**config.mk**
```make
export PLATFORM = sky130hd
export DESIGN_NAME = pose_cmd_scheduler
export DESIGN_NICKNAME = d
export VERILOG_FILES = /design/src/rtl/pose_pkg.sv /design/src/rtl/ps2_key_decoder.sv /design/src/rtl/pose_cmd_scheduler.sv
export SDC_FILE = /design/constraint.sdc
export NUM_CORES = 1
export LEC_CHECK = 0
export CAP_MARGIN = 20
export CORE_MARGIN = 2
export CORE_UTILIZATION = 60
export CTS_CLUSTER_DIAMETER = 100
export CTS_CLUSTER_SIZE = 30
export DETAILED_ROUTE_END_ITERATION = 8
export GPL_ROUTABILITY_DRIVEN = 0
export PLACE_DENSITY = 0.81
export SYNTH_ARGS = -nofsm -noshare
export SYNTH_HDL_FRONTEND = slang
export SYNTH_SLANG_ARGS = --single-unit
```
**constraint.sdc**
```tcl
create_clock -name CLOCK_50 -period 12.6 [get_ports CLOCK_50]
set_input_delay 1.26 -clock CLOCK_50 [delete_from_list [all_inputs] [get_ports CLOCK_50]]
set_output_delay 1.26 -clock CLOCK_50 [all_outputs]
set_load 0.01 [all_outputs]
```
**src/rtl/pose_pkg.sv**
```systemverilog
// Shared key, axis and scan-code definitions for the PS/2 driven pose command scheduler.
package pose_pkg;

  localparam int NUM_KEYS = 12;

  typedef enum logic [3:0] {
    KEY_W, KEY_A, KEY_S, KEY_D, KEY_SHIFT, KEY_SPACE,
    KEY_UP, KEY_DOWN, KEY_RIGHT, KEY_LEFT, KEY_IN, KEY_OUT
  } key_e;

  typedef enum logic [2:0] {
    AXIS_X, AXIS_Y, AXIS_Z, AXIS_ALPHA, AXIS_BETA, AXIS_GAMMA
  } axis_e;

  localparam logic [7:0] SC_EXT   = 8'hE0;
  localparam logic [7:0] SC_BRK   = 8'hF0;
  localparam logic [7:0] SC_W     = 8'h1D;
  localparam logic [7:0] SC_A     = 8'h1C;
  localparam logic [7:0] SC_S     = 8'h1B;
  localparam logic [7:0] SC_D     = 8'h23;
  localparam logic [7:0] SC_SHIFT = 8'h12;
  localparam logic [7:0] SC_SPACE = 8'h29;
  localparam logic [7:0] SC_UP    = 8'h75;
  localparam logic [7:0] SC_DOWN  = 8'h72;
  localparam logic [7:0] SC_RIGHT = 8'h74;
  localparam logic [7:0] SC_LEFT  = 8'h6B;
  localparam logic [7:0] SC_IN    = 8'h73;
  localparam logic [7:0] SC_OUT   = 8'h70;

  typedef struct packed {
    axis_e axis;
    logic  neg;
  } key_dir_t;

  typedef struct packed {
    logic hit;
    key_e key;
  } key_lookup_t;

  function automatic key_lookup_t lookup_key(input logic [7:0] code);
    lookup_key = '{hit: 1'b1, key: KEY_W};
    case (code)
      SC_W:     lookup_key.key = KEY_W;
      SC_A:     lookup_key.key = KEY_A;
      SC_S:     lookup_key.key = KEY_S;
      SC_D:     lookup_key.key = KEY_D;
      SC_SHIFT: lookup_key.key = KEY_SHIFT;
      SC_SPACE: lookup_key.key = KEY_SPACE;
      SC_UP:    lookup_key.key = KEY_UP;
      SC_DOWN:  lookup_key.key = KEY_DOWN;
      SC_RIGHT: lookup_key.key = KEY_RIGHT;
      SC_LEFT:  lookup_key.key = KEY_LEFT;
      SC_IN:    lookup_key.key = KEY_IN;
      SC_OUT:   lookup_key.key = KEY_OUT;
      default:  lookup_key.hit = 1'b0;
    endcase
  endfunction

  function automatic key_dir_t key_dir(input key_e k);
    case (k)
      KEY_W:     key_dir = '{AXIS_Z, 1'b1};
      KEY_A:     key_dir = '{AXIS_X, 1'b1};
      KEY_S:     key_dir = '{AXIS_Z, 1'b0};
      KEY_D:     key_dir = '{AXIS_X, 1'b0};
      KEY_SHIFT: key_dir = '{AXIS_Y, 1'b1};
      KEY_SPACE: key_dir = '{AXIS_Y, 1'b0};
      KEY_UP:    key_dir = '{AXIS_BETA, 1'b1};
      KEY_DOWN:  key_dir = '{AXIS_BETA, 1'b0};
      KEY_RIGHT: key_dir = '{AXIS_GAMMA, 1'b0};
      KEY_LEFT:  key_dir = '{AXIS_GAMMA, 1'b1};
      KEY_IN:    key_dir = '{AXIS_ALPHA, 1'b1};
      KEY_OUT:   key_dir = '{AXIS_ALPHA, 1'b0};
      default:   key_dir = '{AXIS_X, 1'b0};
    endcase
  endfunction

  // Opposing key drives the same axis in the other direction.
  function automatic key_e opposing(input key_e k);
    case (k)
      KEY_W:     opposing = KEY_S;
      KEY_S:     opposing = KEY_W;
      KEY_A:     opposing = KEY_D;
      KEY_D:     opposing = KEY_A;
      KEY_SHIFT: opposing = KEY_SPACE;
      KEY_SPACE: opposing = KEY_SHIFT;
      KEY_UP:    opposing = KEY_DOWN;
      KEY_DOWN:  opposing = KEY_UP;
      KEY_RIGHT: opposing = KEY_LEFT;
      KEY_LEFT:  opposing = KEY_RIGHT;
      KEY_IN:    opposing = KEY_OUT;
      default:   opposing = KEY_IN;
    endcase
  endfunction

endpackage

```
**src/rtl/ps2_key_decoder.sv**
```systemverilog
// PS/2 make/break decoder maintaining a bitmap of held mapped keys; E0 prefix does not alter mapping.
module ps2_key_decoder
  import pose_pkg::*;
(
  input  logic        clk,
  input  logic        rst_n,
  input  logic [7:0]  scan_code,
  input  logic        scan_valid,
  output logic [11:0] held
);

  typedef enum logic [1:0] {D_IDLE, D_EXT, D_BRK, D_EXT_BRK} dec_state_e;

  dec_state_e  state, state_next;
  logic [11:0] held_next;
  key_lookup_t lk;

  always_ff @(posedge clk or negedge rst_n) begin
    if (!rst_n) begin
      state <= D_IDLE;
      held  <= '0;
    end else begin
      state <= state_next;
      held  <= held_next;
    end
  end

  always_comb begin
    state_next = state;
    held_next  = held;
    lk         = lookup_key(scan_code);
    if (scan_valid) begin
      case (state)
        D_IDLE, D_EXT: begin
          if (scan_code == SC_EXT) begin
            state_next = D_EXT;
          end else if (scan_code == SC_BRK) begin
            state_next = (state == D_EXT) ? D_EXT_BRK : D_BRK;
          end else begin
            if (lk.hit) held_next[lk.key] = 1'b1;
            state_next = D_IDLE;
          end
        end
        default: begin
          if (lk.hit) held_next[lk.key] = 1'b0;
          state_next = D_IDLE;
        end
      endcase
    end
  end

endmodule

```
**src/rtl/pose_cmd_scheduler.sv**
```systemverilog
// Slot-paced round-robin command scheduler for held pose keys.
// Optional POSE_SCHED_ACCEL_EN: quarter slot period once held has been steady for 16 slots.
module pose_cmd_scheduler
  import pose_pkg::*;
#(
  parameter int TICK_CYCLES = 10_000_000
) (
  input  logic        CLOCK_50,
  input  logic        resetn,
  input  logic [7:0]  scan_code,
  input  logic        scan_valid,
  output logic        cmd_valid,
  input  logic        cmd_ready,
  output logic [2:0]  cmd_axis,
  output logic        cmd_neg,
  output logic [11:0] held,
  output logic [7:0]  drop_cnt
);

  localparam int CW = $clog2(TICK_CYCLES);
  localparam logic [CW-1:0] LAST_FULL = CW'(TICK_CYCLES - 1);

  typedef enum logic {S_WAIT, S_ISSUE} sched_state_e;

  sched_state_e   state, state_next;
  logic [CW-1:0]  cnt;
  logic [CW-1:0]  last;
  logic           slot;
  key_e           ptr, pick;
  logic           found;
  logic           issue;
  logic [11:0]    eligible;
  logic [4:0]     idx;
  key_dir_t       dir;

  ps2_key_decoder u_dec (
    .clk        (CLOCK_50),
    .rst_n      (resetn),
    .scan_code  (scan_code),
    .scan_valid (scan_valid),
    .held       (held)
  );

`ifdef POSE_SCHED_ACCEL_EN
  localparam logic [CW-1:0] LAST_FAST = CW'(TICK_CYCLES / 4 - 1);
  logic [11:0] held_q;
  logic [4:0]  stable;

  always_ff @(posedge CLOCK_50 or negedge resetn) begin
    if (!resetn) begin
      held_q <= '0;
      stable <= '0;
    end else begin
      held_q <= held;
      if (held != held_q) begin
        stable <= '0;
      end else if (slot) begin
        if (held == '0)          stable <= '0;
        else if (stable != 5'd16) stable <= stable + 5'd1;
      end
    end
  end

  assign last = (stable == 5'd16) ? LAST_FAST : LAST_FULL;
`else
  assign last = LAST_FULL;
`endif

  // Counter may sit above a freshly shortened period, so compare with >=.
  assign slot      = (cnt >= last);
  assign cmd_valid = (state == S_ISSUE);
  assign issue     = (state == S_WAIT) && slot && found;
  assign dir       = key_dir(pick);

  always_comb begin
    eligible = '0;
    for (int i = 0; i < NUM_KEYS; i++)
      eligible[i] = held[i] & ~held[opposing(key_e'(4'(i)))];
  end

  always_comb begin
    found = 1'b0;
    pick  = ptr;
    idx   = '0;
    for (int off = 1; off <= NUM_KEYS; off++) begin
      idx = {1'b0, ptr} + 5'(off);
      if (idx >= 5'(NUM_KEYS)) idx = idx - 5'(NUM_KEYS);
      if (!found && eligible[idx[3:0]]) begin
        found = 1'b1;
        pick  = key_e'(idx[3:0]);
      end
    end
  end

  always_comb begin
    state_next = state;
    case (state)
      S_WAIT:  if (issue) state_next = S_ISSUE;
      default: if (cmd_ready) state_next = S_WAIT;
    endcase
  end

  always_ff @(posedge CLOCK_50 or negedge resetn) begin
    if (!resetn) begin
      state    <= S_WAIT;
      cnt      <= '0;
      ptr      <= KEY_OUT;
      cmd_axis <= '0;
      cmd_neg  <= 1'b0;
      drop_cnt <= '0;
    end else begin
      state <= state_next;
      cnt   <= slot ? '0 : cnt + 1'b1;
      if (issue) begin
        cmd_axis <= dir.axis;
        cmd_neg  <= dir.neg;
        ptr      <= pick;
      end
      if ((state == S_ISSUE) && slot && (drop_cnt != 8'hFF))
        drop_cnt <= drop_cnt + 8'd1;
    end
  end

endmodule

```
Word level (Yosys, flattened, before mapping):

Memory sizes are Yosys's and may differ from the RTL's. A register that Yosys moved wholly into a read port is not among the register bits.
Index checks and enable logic that the tools add are counted.

* $add $sub $neg: 26
* magnitude comparators: 27
* equal/unequal tests: 18
* mux-type cells: 77
* bitwise gates (word level): 28
* reduce and logical (&&, ||, !) cells: 34

Operator list (number)
* $mux W4: 24
* $lt A4 B5 Y1 const B: 13
* $ge A5 B4 Y1 const B: 12
* $mux W12: 5
* $bmux W1 S4: 12
* $eq A8 B7 Y1 const B: 6
* $sub A4 B4 Y4 const B: 12
* $pmux W4 S11: 1
* $eq A8 B5 Y1 const B: 4
* $mux W1: 30
* $add A4 B4 Y5 const B: 5
* $add A24 B1 Y24 const B: 1
* $ge A24 B24 Y1 const B: 1
* $mux W24: 1
* $add A4 B3 Y5 const B: 4
* $eq A8 B6 Y1 const B: 2
* $eq A8 B8 Y1 const B: 2
* $logic_and A1 B1 Y1: 16
* $not A1 Y1: 13
* $and A1 B1 Y1: 12
* $and A12 B12 Y12: 1
* $logic_not A1 Y1: 12
* $not A12 Y12: 1
* $or A12 B12 Y12: 1
* 15 further kinds: 19

* register bits: 51
* memory bits (read-only): 64
* output and inout bits: 25
* word-level logic and storage cells: 217
* memories kept: 1

Memory list
* (name not given): words 16, bits a word 4, read ports 1, clocked after Yosys merged registers in 1, wr ports 0, RTL line pose_pkg.sv:60 `case (k)`

Longest topological paths before layout:

* word-level depth: 42
* mapped depth: 19
* gate-level depth less buffers: 17

Cells and area by module:

A second synthesis with hierarchy kept.

* cell total of the unflattened synthesis: 667
* area, all modules: 5683.0 µm²

Modules (own cells, without submodules)
* pose_cmd_scheduler: times used 1, cells each 571, area each 4739.5 µm²
* ps2_key_decoder: times used 1, cells each 96, area each 943.4 µm²

Least setup slack after synthesis:

Ideal clock, no wire load.

* kind: flip-flop to flip-flop
* start: register ptr[1]
* end: register cmd_axis[2]
* data arrival time: 4288 ps
* slack: 8238 ps
* cell stages (with the launch flop): 19
* buffers on the path: 1
* clock period less this slack: 4362 ps
* cell sequence: dfstp_2 buf_6 inv_1 ha_1 a21oi_1 xnor2_1 inv_1 ha_1 a21o_1 o41a_1 o211ai_2 mux2i_1 a211oi_2 a211oi_2 o2111ai_1 a32oi_2 or3_1 mux2_2 o21ai_2

* word-level cells in the longest chain between the ends: 40
* elaborated cells on any way between the ends: 119

RTL lines
* start, declared: RTL line pose_cmd_scheduler.sv:29 `key_e ptr, pick;`
* start signal, assigned: RTL line pose_cmd_scheduler.sv:117 `ptr <= pick;`
* $add A4 B1 Y5: RTL line pose_cmd_scheduler.sv:86 `idx = {1'b0, ptr} + 5'(off);`
* $sub A4 B4 Y4 / $ge A5 B4 Y1 (equally long branches): RTL line pose_cmd_scheduler.sv:87 `if (idx >= 5'(NUM_KEYS)) idx = idx - 5'(NUM_KEYS);`
* $mux W4: RTL line pose_cmd_scheduler.sv:87
* $bmux W1 S4: RTL line pose_cmd_scheduler.sv:88 `if (!found && eligible[idx[3:0]]) begin`
* $mux W1 (not written as such): RTL line pose_cmd_scheduler.sv:88
* $mux W1: RTL line pose_cmd_scheduler.sv:88
* $logic_not A1 Y1: RTL line pose_cmd_scheduler.sv:88
* $logic_and A1 B1 Y1: RTL line pose_cmd_scheduler.sv:88
* (+24 left out)
* $mux W1: RTL line pose_cmd_scheduler.sv:88
* $logic_not A1 Y1: RTL line pose_cmd_scheduler.sv:88
* $logic_and A1 B1 Y1: RTL line pose_cmd_scheduler.sv:88
* $mux W1: RTL line pose_cmd_scheduler.sv:88
* $logic_not A1 Y1: RTL line pose_cmd_scheduler.sv:88
* $logic_and A1 B1 Y1: RTL line pose_cmd_scheduler.sv:88
* $mux W1: RTL line pose_cmd_scheduler.sv:88
* $logic_and A1 B1 Y1: RTL line pose_cmd_scheduler.sv:72 `assign issue = (state == S_WAIT) && slot && found;`
* end, declared: RTL line pose_cmd_scheduler.sv:14 `output logic [2:0] cmd_axis,`

Parallel ways exist; a longest one is shown, timed or not. The select of a mux whose other input is x is not followed.
A chain may end at the register's enable or synchronous reset.

Final worst setup path:

* start: register ptr[0]
* end: register cmd_axis[1]

Same word-level chain as after synthesis.

==> results.txt <==
* Transition time at the pin with the least slew margin: between 0.9 and 1 ns
* Cell depth of the worst flop-to-flop path: 13
* Status: completed
- Unrepaired setup endpoints after global routing: false
* Syn. warnings: 0
- Total setup violations reported at the end of the flow: 0
* Worst hold path type: reg -> reg
- Share of flip-flops with an asynchronous set or reset: 100%
- End of the worst hold path: cnt[22]$_DFF_PN0_
* CP Data Required Time: 12.80 ns
* DR WL/cell: around 18 um
- The worst hold path begins at cnt[23]$_DFF_PN0_.
- GRT Total Usage: 30.1%
- Post-CTS repair timing setup buffer count: 0
* Combined flip-flop and latch cell area: about 1400 um^2
- Crit path launch type: flip-flop
* Gate Count Post-Synth: 700
* Via count of the routed design: 5665
* Worst endpoint data arrival time: roughly 6 ns
- Along the worst hold path, the cell count comes to 1.
- Avg Synthesized Cell Area: a little over 8 um^2
- At the end of the flow, the number of nets in the layout was 750.
- Starting density of the core: 61.9%
- Sequential cells were found to cover approximately a quarter of the synthesized design area.
- In the finished design, the share of the clock period the worst path needs comes to between 40% and 50%.
- Placeable Area: roughly 9300 um^2
- In this run the static leakage power is approximately 2.5 nW.
* Estimated wirelength of the detail-placed design: roughly 11000 um
- I/O pins: 37
* Clock insertion delay at the later pin of the skew report: approximately 0.32 ns
- Clock skew on the completed layout was measured at 0.0125 ns.
- The count of nets left with antenna violations once routing finished came out at 0.
- The worst setup path is captured at a flip-flop.
- Length of the first detailed-routing pass in iterations: 6
- The cell family contributing the most delay on the critical path is simple AND/OR/NAND/NOR gates.
- The worst path needs between 5 and 6 ns of the cycle, external delays included.
* Sequential Power Share: around 43%
- Clk pwr share: ~29%
- In this run the deepest clock path goes through 2 buffers.
- Clock sink total: 54
- Summed over all layers, the global routing overflow is 0.
* Setup slack of the critical path after layout: just under 7 ns
- In this run the register-to-register setup slack is 6.82 ns.
* Max Fclk: between 0.15 and 0.2 GHz
- Max-cap violations in this run came to 0.
- Post-synth net total: 737
- Ratio of cells with drive above 1 in the final layout: around 8.3%
- Total area of multi-input combinational cells: between 4000 and 5000 um^2
- The die is 102 um tall.
* Initial antenna violation count: 0
- Number of inserted filler cells in the final layout: approximately 780
- Clock transition at the registers of the reported paths: around 0.1 ns
* Combined buffer and inverter count along the critical path: 2
- Among all flip-flop cells after synthesis, the most frequent one is dfrtp_1.
- The critical path goes through clkinv_1 -> ha_1 -> and4b_1 -> or4_1 -> o31ai_1 -> a2bb2oi_1 -> o21ai_0 -> nor2_1 -> nand3_1 -> o211ai_1 -> inv_1 -> and2_1 -> a22o_1.
- For this design the total switching power over the nets is roughly 0.13 mW.
- The number of max-slew violations in the final report was 0.
- Peak supply drop: 54.6 uV
* Final hold slack: about 0.47 ns
- In this design, the stage delay of the slowest critical-path cell is roughly 1.1 ns.
* Reg-to-reg startpoint: ptr[0]$_DFFE_PN1P_
* Share of Yosys cell area claimed by the top area cell type: between 20% and 30%
- Among all cell types in the netlist, the one instantiated most often is nor2_1.
- For this run, design rule violations remaining after detail routing come to 0.
- Switching power share of the total: a little under a third
- The floorplan has 35 rows.
* Flip-flop and latch count after synthesis: 54
- Clock root buffer master: clkbuf_8
- For this design, the CTS-stage hold fixing added 0 buffers.
- Internal power: between 0.2 and 0.3 mW
- Power spread over the standard cell area amounts to around 68 nW/um^2.
* Dpl ws: between 6 and 7 ns
- Highest net fanout along the worst path: 50
* Number of global-route vias before repair: about 5200
* Area of the mapped netlist: ~5700 um^2
- Pin count of the biggest net entering global routing: 55
- The H-tree was split into 2 levels.
* Die Area: between 10000 and 15000 um^2
- Number of gates resized after cts: 0
* Post-detailed-route via-to-cell ratio: about 6.7
* TritonCTS buffer count: 5
* Rel. slew slack: between 30% and 40%
* TNS Setup: 0 ns
- Most frequent cells after synthesis: nor2_1, nand2_1, dfrtp_1
- Reg-to-Reg End: cmd_axis[1]$_DFFE_PN0P_
* Largest area contributor in the synthesized netlist: dfrtp_1
- Leading cell types by total area after synthesis: dfrtp_1, ha_1, nor2_1
- The critical path is of the reg -> reg type.
- The final layout contains routed wiring with a total length of roughly 15000 um.
- Chip width: around 100 um
- Port Buf Inserts: 36
- Library cells used by synthesis: 93
- The first global-routing pass estimated 25200 um of wire.
- The repair_antennas step left the layout with diodes totalling 0.
* Endpoints failing hold: 0
* Post-synth EDFFs: 0
* Starting DRT DRC Count: 545
- Share of power burned in combinational logic: ~28%
- Among all stages on the critical path, the largest delay is contributed by dfstp_2.
* CTS tree: done
* P&R area growth vs syn: 8.31%
[worst max path at each step]
stage,startpoint,to,depth (start not counted)
2_1_floorplan,ptr[1]$_DFFE_PN1P_,cmd_axis[2]$_DFFE_PN0P_,18
3_3_place_gp,ptr[0]$_DFFE_PN1P_,cmd_axis[1]$_DFFE_PN0P_,13
3_5_place_dp,ptr[0]$_DFFE_PN1P_,cmd_neg$_DFFE_PN0P_,13
4_1_cts,ptr[0]$_DFFE_PN1P_,cmd_axis[1]$_DFFE_PN0P_,13
5_1_grt,ptr[0]$_DFFE_PN1P_,cmd_axis[1]$_DFFE_PN0P_,13
6_report,ptr[0]$_DFFE_PN1P_,cmd_axis[1]$_DFFE_PN0P_,13
[worst register-to-register path, delay by kind of cell (launching register included)]
kind	cells	cell delay (ns)
flip-flops	1	1.07
adder cells (fa/ha/maj)	1	0.65
AND/OR/NAND/NOR	5	1.58
buffers and inverters	2	0.79
AO/OA/AOI/OAI	5	1.60
[stage by stage]
stage                     cell area [um^2]  util [%]  total power, mW  instances
after floorplan                       5750         -            0.266        700
after global placement                6110      65.8            0.298        835
after detailed placement              6110      65.8            0.300        835
after CTS                             6230      67.1            0.426        843
after global routing                  6230      67.1            0.446        843
final                                 6230      67.1            0.426        843
[cells by family (layout without fill, tap and decap cells)]
logic type	Yosys count	in the layout	synth area share (%)
AOI/OAI and AO/OA	192	192	23.9
xor gates and xnor gates	38	38	6.25
adders and majority gates	25	25	5.44
buffers and inverters	58	72	4.74
DFF	54	54	23.6
muxes	20	20	4.90
and+or+nand+nor	313	313	31.3
[cells in the final DEF (no fill, tap or decap), drive strengths merged, types with 12 or more instances in the layout]
cell	Yosys	layout
a21oi	44	44
clkdlybuf4s50	0	35
dfrtp	51	51
ha	25	25
inv	24	25
nand2	53	53
nand2b	28	28
nand3	23	23
nor2	70	70
nor3	24	24
nor4	13	13
nor4bb	15	15
o211ai	12	12
o21ai	37	37
xnor2	28	28
[power by group through the flow]
stage,Clock [mW],Sequential (mW),Combinational (mW)
after global routing,0.134,0.185,0.127
after floorplan,0,0.186,0.0799
after global placement,0,0.186,0.111
after CTS,0.128,0.183,0.114
after detailed placement,0,0.187,0.113
final,0.125,0.184,0.117
[layout make-up]
cell class / count / area share [%]
repair buffers: 38 / 5.95
inverters: 26 / 1.57
multi-input cells: 588 / 66.2
clock inverters: 2 / 0.623
flip-flops and latches: 54 / 21.8
clock buffers: 6 / 1.33
well taps: 129 / 2.59
[layer usage]
metal / part of all wire [%] / GRT usage (%)
met1: 43 / 40.9
met2: 46 / 47.9
met3: 7.7 / 5.75
met4: 3.5 / 11.1
met5: 0 / 0
Note: power is estimated with default switching activity, not from simulation.
